### src/rtl/fetch_sequencer_pkg.sv
// Shared definitions for the fetch sequencer slice.
// Contents:
//   seq_state_t - run/halt handshake states
//   pc_op_t     - next-PC selection codes shared by the top and prog_counter
//   MODE_*      - decoder operand modes carried in CurrState
//   NOP_INSTR   - instruction word presented to the decoder while not running
package fetch_sequencer_pkg;

    typedef enum logic [1:0] {
        SEQ_IDLE = 2'b00,
        SEQ_RUN  = 2'b01,
        SEQ_HALT = 2'b10
    } seq_state_t;

    typedef enum logic [2:0] {
        PC_HOLD = 3'd0,
        PC_INC  = 3'd1,
        PC_REL  = 3'd2,
        PC_ABS  = 3'd3,
        PC_LOAD = 3'd4
    } pc_op_t;

    localparam logic [1:0] MODE_REG    = 2'b00;
    localparam logic [1:0] MODE_TARGET = 2'b01;
    localparam logic [1:0] MODE_IMM    = 2'b10;
    localparam logic [1:0] MODE_NOP    = 2'b11;

    localparam logic [8:0] NOP_INSTR   = 9'b0_0000_0000;

endpackage

### src/rtl/fetch_sequencer_prog_counter.sv
// Program counter register with its next-PC selection.
// Ports:
//   clk    in  1     rising-edge clock
//   reset  in  1     synchronous active-high reset, loads START_ADDR
//   pc_op  in  3     pc_op_t code: hold / +1 / +offset / =offset / =START_ADDR
//   offset in  PC_W  branch target or forward offset, already fitted to PC_W
//   pc     out PC_W  current program counter (registered)
// All arithmetic is modulo 2**PC_W; overflow wraps silently.
module prog_counter
    import fetch_sequencer_pkg::*;
#(
    parameter int PC_W       = 10,
    parameter int START_ADDR = 0
) (
    input  logic            clk,
    input  logic            reset,
    input  logic [2:0]      pc_op,
    input  logic [PC_W-1:0] offset,
    output logic [PC_W-1:0] pc
);

    logic [PC_W-1:0] pc_r;
    logic [PC_W-1:0] pc_nxt_s;

    // Next-PC mux; the adders are PC_W wide so wrap-around is implicit.
    always_comb begin
        pc_nxt_s = pc_r;
        case (pc_op)
            PC_HOLD: pc_nxt_s = pc_r;
            PC_INC:  pc_nxt_s = pc_r + PC_W'(1);
            PC_REL:  pc_nxt_s = pc_r + offset;
            PC_ABS:  pc_nxt_s = offset;
            PC_LOAD: pc_nxt_s = PC_W'(START_ADDR);
            default: pc_nxt_s = pc_r;
        endcase
    end

    // PC register.
    always_ff @(posedge clk) begin
        if (reset) begin
            pc_r <= PC_W'(START_ADDR);
        end else begin
            pc_r <= pc_nxt_s;
        end
    end

    assign pc = pc_r;

endmodule

### src/rtl/fetch_sequencer.sv
// Program-flow stage in front of the control decoder.
// Holds the PC, the Req/Done run handshake and the decoder's state that must
// survive between instructions (mode, previous instruction, compare flags).
// Ports:
//   Clk, Reset             clock and synchronous active-high reset
//   Req                    start request, honoured only while idle or halted
//   InstrIn                ROM data at ProgCtr (combinational ROM)
//   BranchEn/BranchAbs/BranchTarget  decoder branch request
//   NextState, PrevInstrIn, CMPLoadEn, CMPBitsIn  decoder state feedback
//   AckIn                  decoder reports end of program
//   ProgCtr                ROM address
//   Instruction            InstrIn while running, NOP otherwise
//   CurrState              decoder mode (reads MODE_REG when not running)
//   PrevInstruction, CMPBits  registered decoder feedback
//   Running, Done          handshake status
//   CycleCnt               saturating count of RUN cycles of the current/last program
module fetch_sequencer
    import fetch_sequencer_pkg::*;
#(
    parameter int PC_W       = 10,
    parameter int START_ADDR = 0,
    parameter int CYC_W      = 16
) (
    input  logic             Clk,
    input  logic             Reset,
    input  logic             Req,
    input  logic [8:0]       InstrIn,
    input  logic             BranchEn,
    input  logic             BranchAbs,
    input  logic [8:0]       BranchTarget,
    input  logic [1:0]       NextState,
    input  logic [8:0]       PrevInstrIn,
    input  logic             CMPLoadEn,
    input  logic [2:0]       CMPBitsIn,
    input  logic             AckIn,
    output logic [PC_W-1:0]  ProgCtr,
    output logic [8:0]       Instruction,
    output logic [1:0]       CurrState,
    output logic [8:0]       PrevInstruction,
    output logic [2:0]       CMPBits,
    output logic             Running,
    output logic             Done,
    output logic [CYC_W-1:0] CycleCnt
);

    seq_state_t       state_r;
    seq_state_t       state_nxt_s;
    logic             start_run_s;
    logic             run_s;
    logic             adv_s;
    logic [2:0]       pc_op_s;
    logic [PC_W-1:0]  target_s;
    logic [1:0]       curr_state_r;
    logic [8:0]       prev_instr_r;
    logic [2:0]       cmp_bits_r;
    logic [CYC_W-1:0] cycle_cnt_r;

    // Status decode. An unreachable encoding behaves like idle so Req recovers it.
    always_comb begin
        run_s       = (state_r == SEQ_RUN);
        start_run_s = 1'b0;
        if ((state_r != SEQ_RUN) && Req) begin
            start_run_s = 1'b1;
        end else begin
            start_run_s = 1'b0;
        end
        // Ack freezes the architectural state in the same cycle it halts.
        adv_s = run_s && !AckIn;
    end

    // Handshake FSM; Req is not looked at while running, so Req+Ack halts.
    always_comb begin
        state_nxt_s = state_r;
        case (state_r)
            SEQ_IDLE: begin
                if (Req) state_nxt_s = SEQ_RUN;
                else     state_nxt_s = SEQ_IDLE;
            end
            SEQ_RUN: begin
                if (AckIn) state_nxt_s = SEQ_HALT;
                else       state_nxt_s = SEQ_RUN;
            end
            SEQ_HALT: begin
                if (Req) state_nxt_s = SEQ_RUN;
                else     state_nxt_s = SEQ_HALT;
            end
            default: begin
                if (Req) state_nxt_s = SEQ_RUN;
                else     state_nxt_s = SEQ_IDLE;
            end
        endcase
    end

    // Width cast truncates a wide target or zero-extends a narrow one.
    assign target_s = PC_W'(BranchTarget);

    // PC operation select; Ack outranks a branch issued in the same cycle.
    always_comb begin
        pc_op_s = PC_HOLD;
        if (start_run_s) begin
            pc_op_s = PC_LOAD;
        end else if (adv_s && BranchEn) begin
            if (BranchAbs) pc_op_s = PC_ABS;
            else           pc_op_s = PC_REL;
        end else if (adv_s) begin
            pc_op_s = PC_INC;
        end else begin
            pc_op_s = PC_HOLD;
        end
    end

    prog_counter #(
        .PC_W       (PC_W),
        .START_ADDR (START_ADDR)
    ) u_prog_counter (
        .clk    (Clk),
        .reset  (Reset),
        .pc_op  (pc_op_s),
        .offset (target_s),
        .pc     (ProgCtr)
    );

    // FSM state register.
    always_ff @(posedge Clk) begin
        if (Reset) begin
            state_r <= SEQ_IDLE;
        end else begin
            state_r <= state_nxt_s;
        end
    end

    // Decoder inter-instruction state: cleared on program start, held when not advancing.
    always_ff @(posedge Clk) begin
        if (Reset || start_run_s) begin
            curr_state_r <= MODE_REG;
            prev_instr_r <= NOP_INSTR;
            cmp_bits_r   <= 3'b000;
        end else if (adv_s) begin
            curr_state_r <= NextState;
            prev_instr_r <= PrevInstrIn;
            if (CMPLoadEn) cmp_bits_r <= CMPBitsIn;
            else           cmp_bits_r <= cmp_bits_r;
        end else begin
            curr_state_r <= curr_state_r;
            prev_instr_r <= prev_instr_r;
            cmp_bits_r   <= cmp_bits_r;
        end
    end

    // Run-cycle counter, counts the Ack cycle too and sticks at all-ones.
    always_ff @(posedge Clk) begin
        if (Reset || start_run_s) begin
            cycle_cnt_r <= {CYC_W{1'b0}};
        end else if (run_s && (cycle_cnt_r != {CYC_W{1'b1}})) begin
            cycle_cnt_r <= cycle_cnt_r + CYC_W'(1);
        end else begin
            cycle_cnt_r <= cycle_cnt_r;
        end
    end

    assign Running         = run_s;
    assign Done            = (state_r == SEQ_HALT);
    assign Instruction     = run_s ? InstrIn : NOP_INSTR;
    assign CurrState       = run_s ? curr_state_r : MODE_REG;
    assign PrevInstruction = prev_instr_r;
    assign CMPBits         = cmp_bits_r;
    assign CycleCnt        = cycle_cnt_r;

endmodule

### config.mk
export PLATFORM = sky130hd
export DESIGN_NAME = fetch_sequencer
export DESIGN_NICKNAME = d
export VERILOG_FILES = /design/src/rtl/fetch_sequencer_pkg.sv /design/src/rtl/fetch_sequencer_prog_counter.sv /design/src/rtl/fetch_sequencer.sv
export SDC_FILE = /design/constraint.sdc
export NUM_CORES = 1
export LEC_CHECK = 0
export CAP_MARGIN = 15
export CORE_ASPECT_RATIO = 0.5
export CORE_MARGIN = 2
export CORE_UTILIZATION = 49
export DETAILED_ROUTE_END_ITERATION = 7
export GPL_TIMING_DRIVEN = 1
export PLACE_DENSITY = 0.86
export SLEW_MARGIN = 10
export SYNTH_ARGS = -nofsm -noshare
export SYNTH_HDL_FRONTEND = slang
export SYNTH_SLANG_ARGS = --single-unit
### constraint.sdc
create_clock -name Clk -period 6.35 [get_ports Clk]
set_input_delay 1.27 -clock Clk [delete_from_list [all_inputs] [get_ports Clk]]
set_output_delay 1.27 -clock Clk [all_outputs]
set_load 0.02 [all_outputs]
==> flow_summary_export.csv, run 1 <==
group,metric,value,unit
setup_path,cp_max_fo,22,
run_status,status,"finished clean",
placed_design,portBuffers,89,
synthesis,synth_cells,321,
clocking,htreeDepth,2,
power,p_comb_frac,0.202,
sta,maxSlewHeadroom,0.2694,
clocking,cts_buffers,5,
floorplanning,die_y,55.16,um
placed_design,dpl_cell_area,3477,um^2
power,ir_drop,94.32,uV
setup_path,critPathCaptureType,"flop",
detailed_routing,postRouteAntennaNets,0,
power,p_int,407.6,uW
synthesis,yosys_most_used_dff,"dfxtp_1",
synthesis,synthArstFlopShare,0,
detailed_routing,routed_via_density,5.867,
floorplanning,start_util,0.5153,
cells_and_area,drive_above_1_share,0.04229,
cells_and_area,layout_commonest_cell,"clkdlybuf4s50_1",
clocking,clockBufferDepth,2,
global_route,antenna_found_initial,0,
clocking,path_clk_slew,0.09,ns
detailed_routing,wl_per_cell,14.87,um
power,swShare,0.2956,
power,p_clk_frac,0.321,
synthesis,synth-seq-cells,42,
cells_and_area,num_antenna_cells,0,
synthesis,ys_types,59,
hold_path,min_path_type,"reg -> reg",
detailed_routing,remaining_drc_errors,0,
synthesis,yosysWarnings,0,
sta,final_max_slew_viol_count,0,
detailed_routing,vias,2769,
sta,fmax,216.5,MHz
power,finalPower,578.7,uW
power,power.switching,171.0,uW
sta,tns,0,ns
cells_and_area,fin_nets,453,
run,max_cap_viol_count,0,
clocking,root_buffer,"clkbuf_8",
sta,period_share,0.7274,
global_route,first_global_vias,2505,
synthesis,avgSynthCellArea,7.991,um^2
setup_path,criticalPathCategory,"in -> reg",
sta,min_period,4.619,ns
global_route,grt_max_degree,30,
placed_design,place_congestion,0.8781,
global_route,gr-usage-all-layers,0.2430,
power,power.density,162.1,nW/um^2
sta,setup_viol,0,
floorplanning,dieArea,5865,um^2
synthesis,syn_area,2565,um^2
global_route,grt_pass1_wl,11320,um
synthesis,synth_top_area_share,0.3278,
floorplanning,num_io_pins,90,
sta,final_hold_viol_count,0,
global_route,overflow,0,
clocking,cts_resized,0,
cells_and_area,stdcell_count,472,
cells_and_area,area_growth,39.22,%
cells_and_area,layout_common_cells,"89 x clkdlybuf4s50_1, 42 x dfxtp_1, 41 x nand2_1",
clocking,cts_tree,"yes",
clocking,insertion_delay,0.31,ns
setup_path,critical_path_arrival,4.82,ns
floorplanning,core_area,4977,um^2
power,leakagePower,0.001232,uW
detailed_routing,routed_wl,7019,um
setup_path,critPathRequiredTime,6.55,ns
synthesis,ys_top_cells_by_area,"dfxtp_1 33%, nand2_1 6.0%, a21oi_1 5.9%",
placed_design,dp_hpwl,5167,um
synthesis,synth_edf_count,0,
cells_and_area,final_cell_area,3571,um^2
clocking,cts.sinks,42,
detailed_routing,first_pass_iters,7,
synthesis,seq_area_frac_synth,0.3278,
synthesis,synth_nets,373,
floorplanning,rows,18,
setup_path,start_kind,"primary input",
power,seq_power_share,0.477,
sta,grt_setup_unrepaired,"false",
synthesis,yosysTopAreaCell,"dfxtp_1",
floorplanning,die_w,106.3,um
sta,worst_pin_slew,1.096,ns
clocking,cts_hold_buffers,0,
detailed_routing,drt-initial-drc-count,111,
cells_and_area,nFillCells,389,
placed_design,place_inst,464,
clocking,cts_setup_buffers,0,
sta,finClkSkew,0.01233,ns
-- synth_stat cells, drive strengths merged, types with 4 or more instances --
cell type,instances
inv,13
or4,6
nor4,4
nor2,16
nand4,5
o31ai,6
a22oi,5
ha,12
nand2b,4
o21a,4
nand2,41
nor3,6
or3,5
a31oi,4
a21oi,30
and2,21
dfxtp,42
clkbuf,10
nand3,16
or2,4
o21ai,6
a211oi,8
buf,7
-- final cells by class --
cell class | instances | area [um^2] | share of cell area
sequential | 42 | 840.8 | 0.2355
tap | 70 | 87.58 | 0.02453
timing repair buffer | 90 | 898.4 | 0.2516
multi-input combinational | 249 | 1602 | 0.4485
inverter | 13 | 48.80 | 0.01367
clock inverter | 3 | 25.02 | 0.007008
clock buffer | 5 | 68.82 | 0.01927
-- registers in the layout, summed over array words and instances (netlist names) --
register	flops
CycleCnt	16
u_prog_counter.pc	10
PrevInstruction	9
CMPBits	3
curr_state_r	2
state_r	2
-- logic make-up (layout without fill, tap and decap cells) --
family          Yosys count  in the layout  synth area share
compound gates           90             90            0.2454
mux                       1              1          0.004390
xor+xnor                  2              2          0.006831
flops                    42             42            0.3278
simple gates            143            143            0.3015
buf+inv                  30            111           0.04781
fa+ha+maj                13             13           0.06634
-- critical path, stage by stage --
cell and delay (ns):
clkdlybuf4s50_1 0.46, nand2b_1 0.57, nor3b_1 0.37, buf_4 0.21, nand2b_1 0.07, ha_1 0.22
fa_1 0.45, a211o_1 0.31, a2111oi_0 0.59, or4b_1 0.22, nand3_1 0.07
-- power by group through the flow --
stage          clock network [uW]  logic, uW  registers (uW)
2_1_floorplan                   0       56.3             289
3_5_place_dp                    0        116             282
6_report                      186        117             276
5_1_grt                       201        127             277
3_3_place_gp                    0        113             282
4_1_cts                       191        117             276
-- metrics by stage --
step / hold WS [ns] / worst slack, ns / utilization
after floorplan: 0.4317 / 2.489 / -
after global placement: 0.4400 / 1.632 / 0.6986
after detailed placement: 0.4463 / 1.450 / 0.6986
after CTS: 0.4576 / 1.786 / 0.7174
after global routing: 0.4878 / 1.507 / 0.7174
final: 0.4555 / 1.731 / 0.7174
-- metal layers --
metal  routed length [um]  up-vias  global-route usage
met2                 3447      118              0.4391
met5                    0        -                   0
met4                   76        0             0.08333
met1                 2964     1278              0.2868
met3                  531       11             0.07260
li1                     -     1362                   -
-- worst paths after layout --
kind	start	to	slack, ns	depth (start not counted)
max	AckIn	u_prog_counter.pc[8]$_SDFFE_PP0P_	1.73	11
min	curr_state_r[0]$_SDFFE_PP0N_	curr_state_r[0]$_SDFFE_PP0N_	0.46	2
max reg2reg	state_r[1]$_SDFF_PP0_	u_prog_counter.pc[8]$_SDFFE_PP0P_	2.08	12
min reg2reg	curr_state_r[0]$_SDFFE_PP0N_	curr_state_r[0]$_SDFFE_PP0N_	0.46	2
Note: power is estimated with default switching activity, not from simulation.
==> run 2: changes to the inputs <==
Settings changed: CORE_UTILIZATION 49 to 45, PLACE_DENSITY 0.86 to 0.8.
Clock period 6.35 ns to 4.8 ns, I/O delays scaled along.
==> run 2 against run 1 <==
  * Critical path type unchanged
  * Largest power group unchanged
  * Sequential power is 32% higher
  * Worst setup slack worse by 0.56 ns
  * Total power is 50% higher
  * Non-clock buffer count is 2 higher
  * Critical endpoint unchanged
  * Global-route usage is 1.1 points lower
==> flow_summary_export.csv, run 2 (synthesis gave the netlist of run 1 again) <==
group,metric,value,unit
setup_path,critPathRequiredTime,4.97,ns
power,power.density,238.8,nW/um^2
detailed_routing,postRouteAntennaNets,0,
clocking,htreeDepth,2,
setup_path,cp_max_fo,9,
clocking,cts_resized,0,
cells_and_area,layout_commonest_cell,"clkdlybuf4s50_1",
run_status,status,"finished clean",
setup_path,path_buf_inv,2,
setup_path,regToRegStartpoint,"state_r[1]$_SDFF_PP0_",
detailed_routing,drt-initial-drc-count,124,
setup_path,path_common_cell,"nand2b_1",
detailed_routing,vias,2812,
clocking,clockBufferDepth,2,
floorplanning,start_util,0.4671,
floorplanning,core_area,5492,um^2
power,p_clk_frac,0.400,
detailed_routing,remaining_drc_errors,0,
clocking,cts_setup_buffers,0,
floorplanning,num_io_pins,90,
setup_path,start_kind,"primary input",
sta,final_hold_viol_count,0,
sta,finClkSkew,0.008720,ns
cells_and_area,num_antenna_cells,0,
clocking,cts_buffers,5,
clocking,insertion_delay,0.29,ns
power,p_int,630.8,uW
clocking,path_clk_slew,0.07,ns
sta,tns,0,ns
power,p_comb_frac,0.181,
setup_path,cp_top_family,"compound AO/OA/AOI/OAI gates",
sta,period_share,0.7560,
power,swShare,0.2755,
placed_design,dp_hpwl,5350,um
global_route,antenna_found_initial,0,
power,leakagePower,0.001267,uW
clocking,root_buffer,"clkbuf_16",
clocking,cts_hold_buffers,0,
detailed_routing,routed_wl,7406,um
cells_and_area,layout_common_cells,"89 x clkdlybuf4s50_1, 42 x dfxtp_1, 41 x nand2_1",
floorplanning,die_w,110.8,um
hold_path,holdPathStages,2,
hold_path,min_path_type,"reg -> reg",
cells_and_area,drive_above_1_share,0.04703,
sta,setup_slack,1.171,ns
detailed_routing,first_pass_iters,4,
setup_path,worst_r2r_endpoint,"u_prog_counter.pc[8]$_SDFFE_PP0P_",
floorplanning,die_y,57.39,um
setup_path,r2r_slack,1.39,ns
cells_and_area,largest_register_ffs,16,
sta,setup_viol,0,
clocking,cts.sinks,42,
floorplanning,dieArea,6357,um^2
hold_path,hp-start,"curr_state_r[1]$_SDFFE_PP0N_",
power,seq_power_share,0.420,
sta,maxSlewHeadroom,0.2094,
clocking,cts_tree,"yes",
global_route,overflow,0,
hold_path,hold_end,"curr_state_r[1]$_SDFFE_PP0N_",
sta,worst_pin_slew,1.183,ns
sta,fmax,275.6,MHz
global_route,grt_pass1_wl,12120,um
detailed_routing,routed_via_density,5.895,
placed_design,place_congestion,0.8458,
cells_and_area,area_growth,42.15,%
power,ir_drop,152.9,uV
global_route,gr-usage-all-layers,0.2321,
setup_path,r2r.worst_path.cells,12,
placed_design,dp_slack,0.8791,ns
placed_design,portBuffers,89,
setup_path,critPathMaxStageDelay,0.49,ns
sta,grt_setup_unrepaired,"false",
global_route,first_global_vias,2664,
run,max_cap_viol_count,0,
global_route,grt_max_degree,30,
setup_path,slowest_stage,"a2111oi_0",
sta,final_max_slew_viol_count,0,
setup_path,critPathCaptureType,"flop",
floorplanning,rows,19,
detailed_routing,wl_per_cell,15.53,um
sta,min_period,3.629,ns
cells_and_area,fin_nets,455,
setup_path,path_cells,"clkdlybuf4s50_1, nand2b_1, nor3b_1, buf_4, nand2b_1, ha_1, fa_1, a211o_1, a2111oi_0, or4b_1, nand3_1",
setup_path,critical_path_arrival,3.80,ns
power,power.switching,239.9,uW
cells_and_area,nFillCells,459,
setup_path,criticalPathCategory,"in -> reg",
## run 2: changes by cell type in the layout (fill, tap and decap cells not counted), sizes merged
| cell | before | now |
|---|---|---|
| buf | 1 | 3 |
## run 2: worst max-delay path by stage
stage               startpoint                                end  depth (start not counted)
floorplan                AckIn  u_prog_counter.pc[8]$_SDFFE_PP0P_                         10
global placement         AckIn  u_prog_counter.pc[8]$_SDFFE_PP0P_                         11
detailed placement       AckIn  u_prog_counter.pc[8]$_SDFFE_PP0P_                         11
CTS                      AckIn  u_prog_counter.pc[8]$_SDFFE_PP0P_                         11
global route             AckIn  u_prog_counter.pc[8]$_SDFFE_PP0P_                         11
finish                   AckIn  u_prog_counter.pc[8]$_SDFFE_PP0P_                         11
## run 2: worst register-to-register path: stages, from the launching register on
cell and delay [ns]:
dfxtp_1 0.32, inv_1 0.05, ha_1 0.58, nand2b_1 0.16, nor3b_1 0.21, buf_4 0.19, nand2b_1 0.07, ha_1 0.22
fa_1 0.45, a211o_1 0.30, a2111oi_0 0.49, or4b_1 0.20, nand3_1 0.06
## run 2: power by group through the flow
stage               clock network, uW  logic, uW  registers, uW
floorplan                           0       74.5            382
global placement                    0        151            373
detailed placement                  0        156            373
CTS                               355        157            365
global route                      370        171            367
finish                            348        157            365
## run 2: final cells by class
cell class / instances / area (um^2) / area share
Clock inverter: 3 / 25.02 / 0.006863
Clock buffer: 5 / 125.1 / 0.03432
Sequential cell: 42 / 840.8 / 0.2306
Tap cell: 73 / 91.34 / 0.02505
Timing Repair Buffer: 92 / 913.4 / 0.2505
Inverter: 13 / 48.80 / 0.01338
Multi-Input combinational cell: 249 / 1602 / 0.4393
## run 2: per-layer routing
layer,part of all wire,track usage,vias up
li1,-,-,1363
met1,0.43,0.2696,1341
met2,0.50,0.4408,101
met3,0.057,0.04251,7
met4,0.0080,0.07857,0
met5,0,0,-
## run 2: stage by stage
step	hold WS (ns)	util	instance area, um^2	cells	total power (uW)
after floorplan	0.4317	-	2565	321	456.3
after global placement	0.4391	0.6366	3496	469	524.1
after detailed placement	0.4444	0.6366	3496	469	529.2
after CTS	0.4542	0.6639	3646	477	876.9
after global routing	0.4841	0.6639	3646	477	907.8
final	0.4496	0.6639	3646	477	870.7
==> run 3: changes to the inputs <==
Settings changed: CORE_UTILIZATION 45 to 41, PLACE_DENSITY 0.8 to 0.77.
Clock period 4.8 ns to 3.2 ns, I/O delays scaled along.
==> run 3 against run 2 <==
  * Non-clock buffer count grew 13
  * Flip-flop and latch count is the same
  * Register-to-register slack lost 0.83 ns
  * Critical path type unchanged
==> flow_summary_export.csv, run 3 (synthesis gave the netlist of run 1 again) <==
group,metric,value,unit
floorplanning,start_util,0.4236,
sta,finClkSkew,0.005846,ns
floorplanning,num_io_pins,90,
setup_path,regToRegStartpoint,"state_r[1]$_SDFF_PP0_",
global_route,antenna_found_initial,0,
sta,worst_pin_slew,0.7135,ns
floorplanning,rows,20,
clocking,htreeDepth,2,
clocking,cts_tree,"yes",
hold_path,hold_end,"PrevInstruction[0]$_SDFFE_PP0N_",
detailed_routing,wl_per_cell,14.36,um
setup_path,r2r.worst_path.cells,12,
placed_design,dp_hpwl,5448,um
power,ir_drop,214.9,uV
cells_and_area,layout_common_cells,"89 x clkdlybuf4s50_1, 42 x dfxtp_1, 41 x nand2_1",
run_status,status,"finished clean",
cells_and_area,largest_register_ffs,16,
power,p_int,955.6,uW
setup_path,start_kind,"primary input",
detailed_routing,vias,2768,
sta,min_period,2.962,ns
detailed_routing,first_pass_iters,4,
sta,grt_setup_unrepaired,"false",
clocking,cts_setup_buffers,0,
clocking,root_buffer,"clkbuf_16",
cells_and_area,final_cell_area,3767,um^2
cells_and_area,area_growth,46.88,%
setup_path,criticalPathCategory,"in -> reg",
hold_path,min_path_type,"reg -> reg",
global_route,gr-usage-all-layers,0.2125,
floorplanning,dieArea,6943,um^2
power,leakagePower,0.001332,uW
sta,final_max_slew_viol_count,0,
detailed_routing,drt-initial-drc-count,97,
cells_and_area,layout_commonest_cell,"clkdlybuf4s50_1",
cells_and_area,drive_above_1_share,0.07914,
power,p_comb_frac,0.189,
detailed_routing,routed_via_density,5.481,
sta,maxSlewHeadroom,0.5233,
power,p_clk_frac,0.393,
clocking,insertion_delay,0.29,ns
global_route,first_global_vias,2631,
placed_design,place_congestion,0.8647,
setup_path,r2r_slack,0.56,ns
setup_path,critical_path_arrival,3.19,ns
detailed_routing,remaining_drc_errors,0,
power,power.switching,357.0,uW
clocking,cts_resized,0,
sta,period_share,0.9258,
cells_and_area,num_antenna_cells,0,
global_route,grt_max_degree,30,
cells_and_area,stdcell_count,505,
floorplanning,core_area,6056,um^2
clocking,path_clk_slew,0.06,ns
global_route,overflow,0,
floorplanning,die_y,59.93,um
global_route,grt_pass1_wl,11710,um
hold_path,holdPathStages,2,
setup_path,critPathRequiredTime,3.43,ns
detailed_routing,postRouteAntennaNets,0,
setup_path,critPathCaptureType,"flop",
detailed_routing,routed_wl,7252,um
placed_design,dpl_cell_area,3617,um^2
clocking,cts.sinks,42,
power,seq_power_share,0.418,
cells_and_area,nFillCells,537,
placed_design,portBuffers,89,
sta,fmax,337.6,MHz
run,max_cap_viol_count,0,
setup_path,worst_r2r_endpoint,"u_prog_counter.pc[8]$_SDFFE_PP0P_",
clocking,cts_hold_buffers,0,
hold_path,hp-start,"PrevInstruction[0]$_SDFFE_PP0N_",
cells_and_area,fin_nets,468,
cells_and_area,utilization,0.6221,
clocking,cts_buffers,5,
power,power.density,348.4,nW/um^2
clocking,clockBufferDepth,2,
placed_design,place_inst,497,
sta,setup_viol,0,
floorplanning,die_w,115.9,um
sta,final_hold_viol_count,0,
setup_path,cp_max_fo,2,
power,swShare,0.2720,
==> run 3: cell type report <==
class,count,area (um^2),share of cell area
flip-flops and latches,42,840.8,0.2232
clock inverters,3,25.02,0.006642
inverters,13,48.80,0.01295
repair buffers,105,1011,0.2683
clock buffers,5,125.1,0.03321
multi-input cells,249,1607,0.4264
well taps,88,110.1,0.02923
==> run 3: how the worst max path moves through the flow <==
stage	slack [ns]	depth (start not counted)	from	end
after floorplan	0.01	13	state_r[1]$_SDFF_PP0_	u_prog_counter.pc[8]$_SDFFE_PP0P_
after global placement	-0.05	11	AckIn	u_prog_counter.pc[8]$_SDFFE_PP0P_
after detailed placement	-0.05	11	AckIn	u_prog_counter.pc[8]$_SDFFE_PP0P_
after CTS	0.24	11	AckIn	u_prog_counter.pc[8]$_SDFFE_PP0P_
after global routing	0.08	11	AckIn	u_prog_counter.pc[8]$_SDFFE_PP0P_
final	0.24	11	AckIn	u_prog_counter.pc[8]$_SDFFE_PP0P_
==> run 3: layer usage <==
metal	GRT usage	wire length [um]
met3	0.04158	373
met1	0.2449	3141
met5	0	0
met2	0.4094	3696
met4	0.05782	40
==> run 3: power groups by stage <==
| stage | clock network, uW | registers (uW) | logic, uW |
|---|---|---|---|
| 3_5_place_dp | 0 | 560 | 246 |
| 4_1_cts | 530 | 548 | 248 |
| 6_report | 516 | 548 | 248 |
| 5_1_grt | 554 | 549 | 268 |
| 2_1_floorplan | 0 | 573 | 112 |
| 3_3_place_gp | 0 | 559 | 239 |
==> run 3: per-stage QoR <==
| stage | hold WS (ns) | setup WS (ns) | total power, uW | setup TNS (ns) |
|---|---|---|---|---|
| floorplan | 0.4317 | 0.01396 | 684.7 | 0 |
| CTS | 0.4568 | 0.2387 | 1325 | 0 |
| global placement | 0.4396 | -0.05461 | 798.0 | -0.05461 |
| detailed placement | 0.4476 | -0.04917 | 806.3 | -0.04917 |
| finish | 0.4556 | 0.2375 | 1313 | 0 |
| global route | 0.4755 | 0.07652 | 1371 | 0 |
==> run 3: critical path, cell delays in order <==
cell and delay [ns]:
clkdlybuf4s50_1 0.41, nand2b_1 0.17, nor3b_2 0.19, nand2b_1 0.08, ha_1 0.22, fa_1 0.40
a211o_1 0.29, a2111oi_0 0.38, buf_4 0.18, o2111ai_1 0.12, nand3_1 0.10
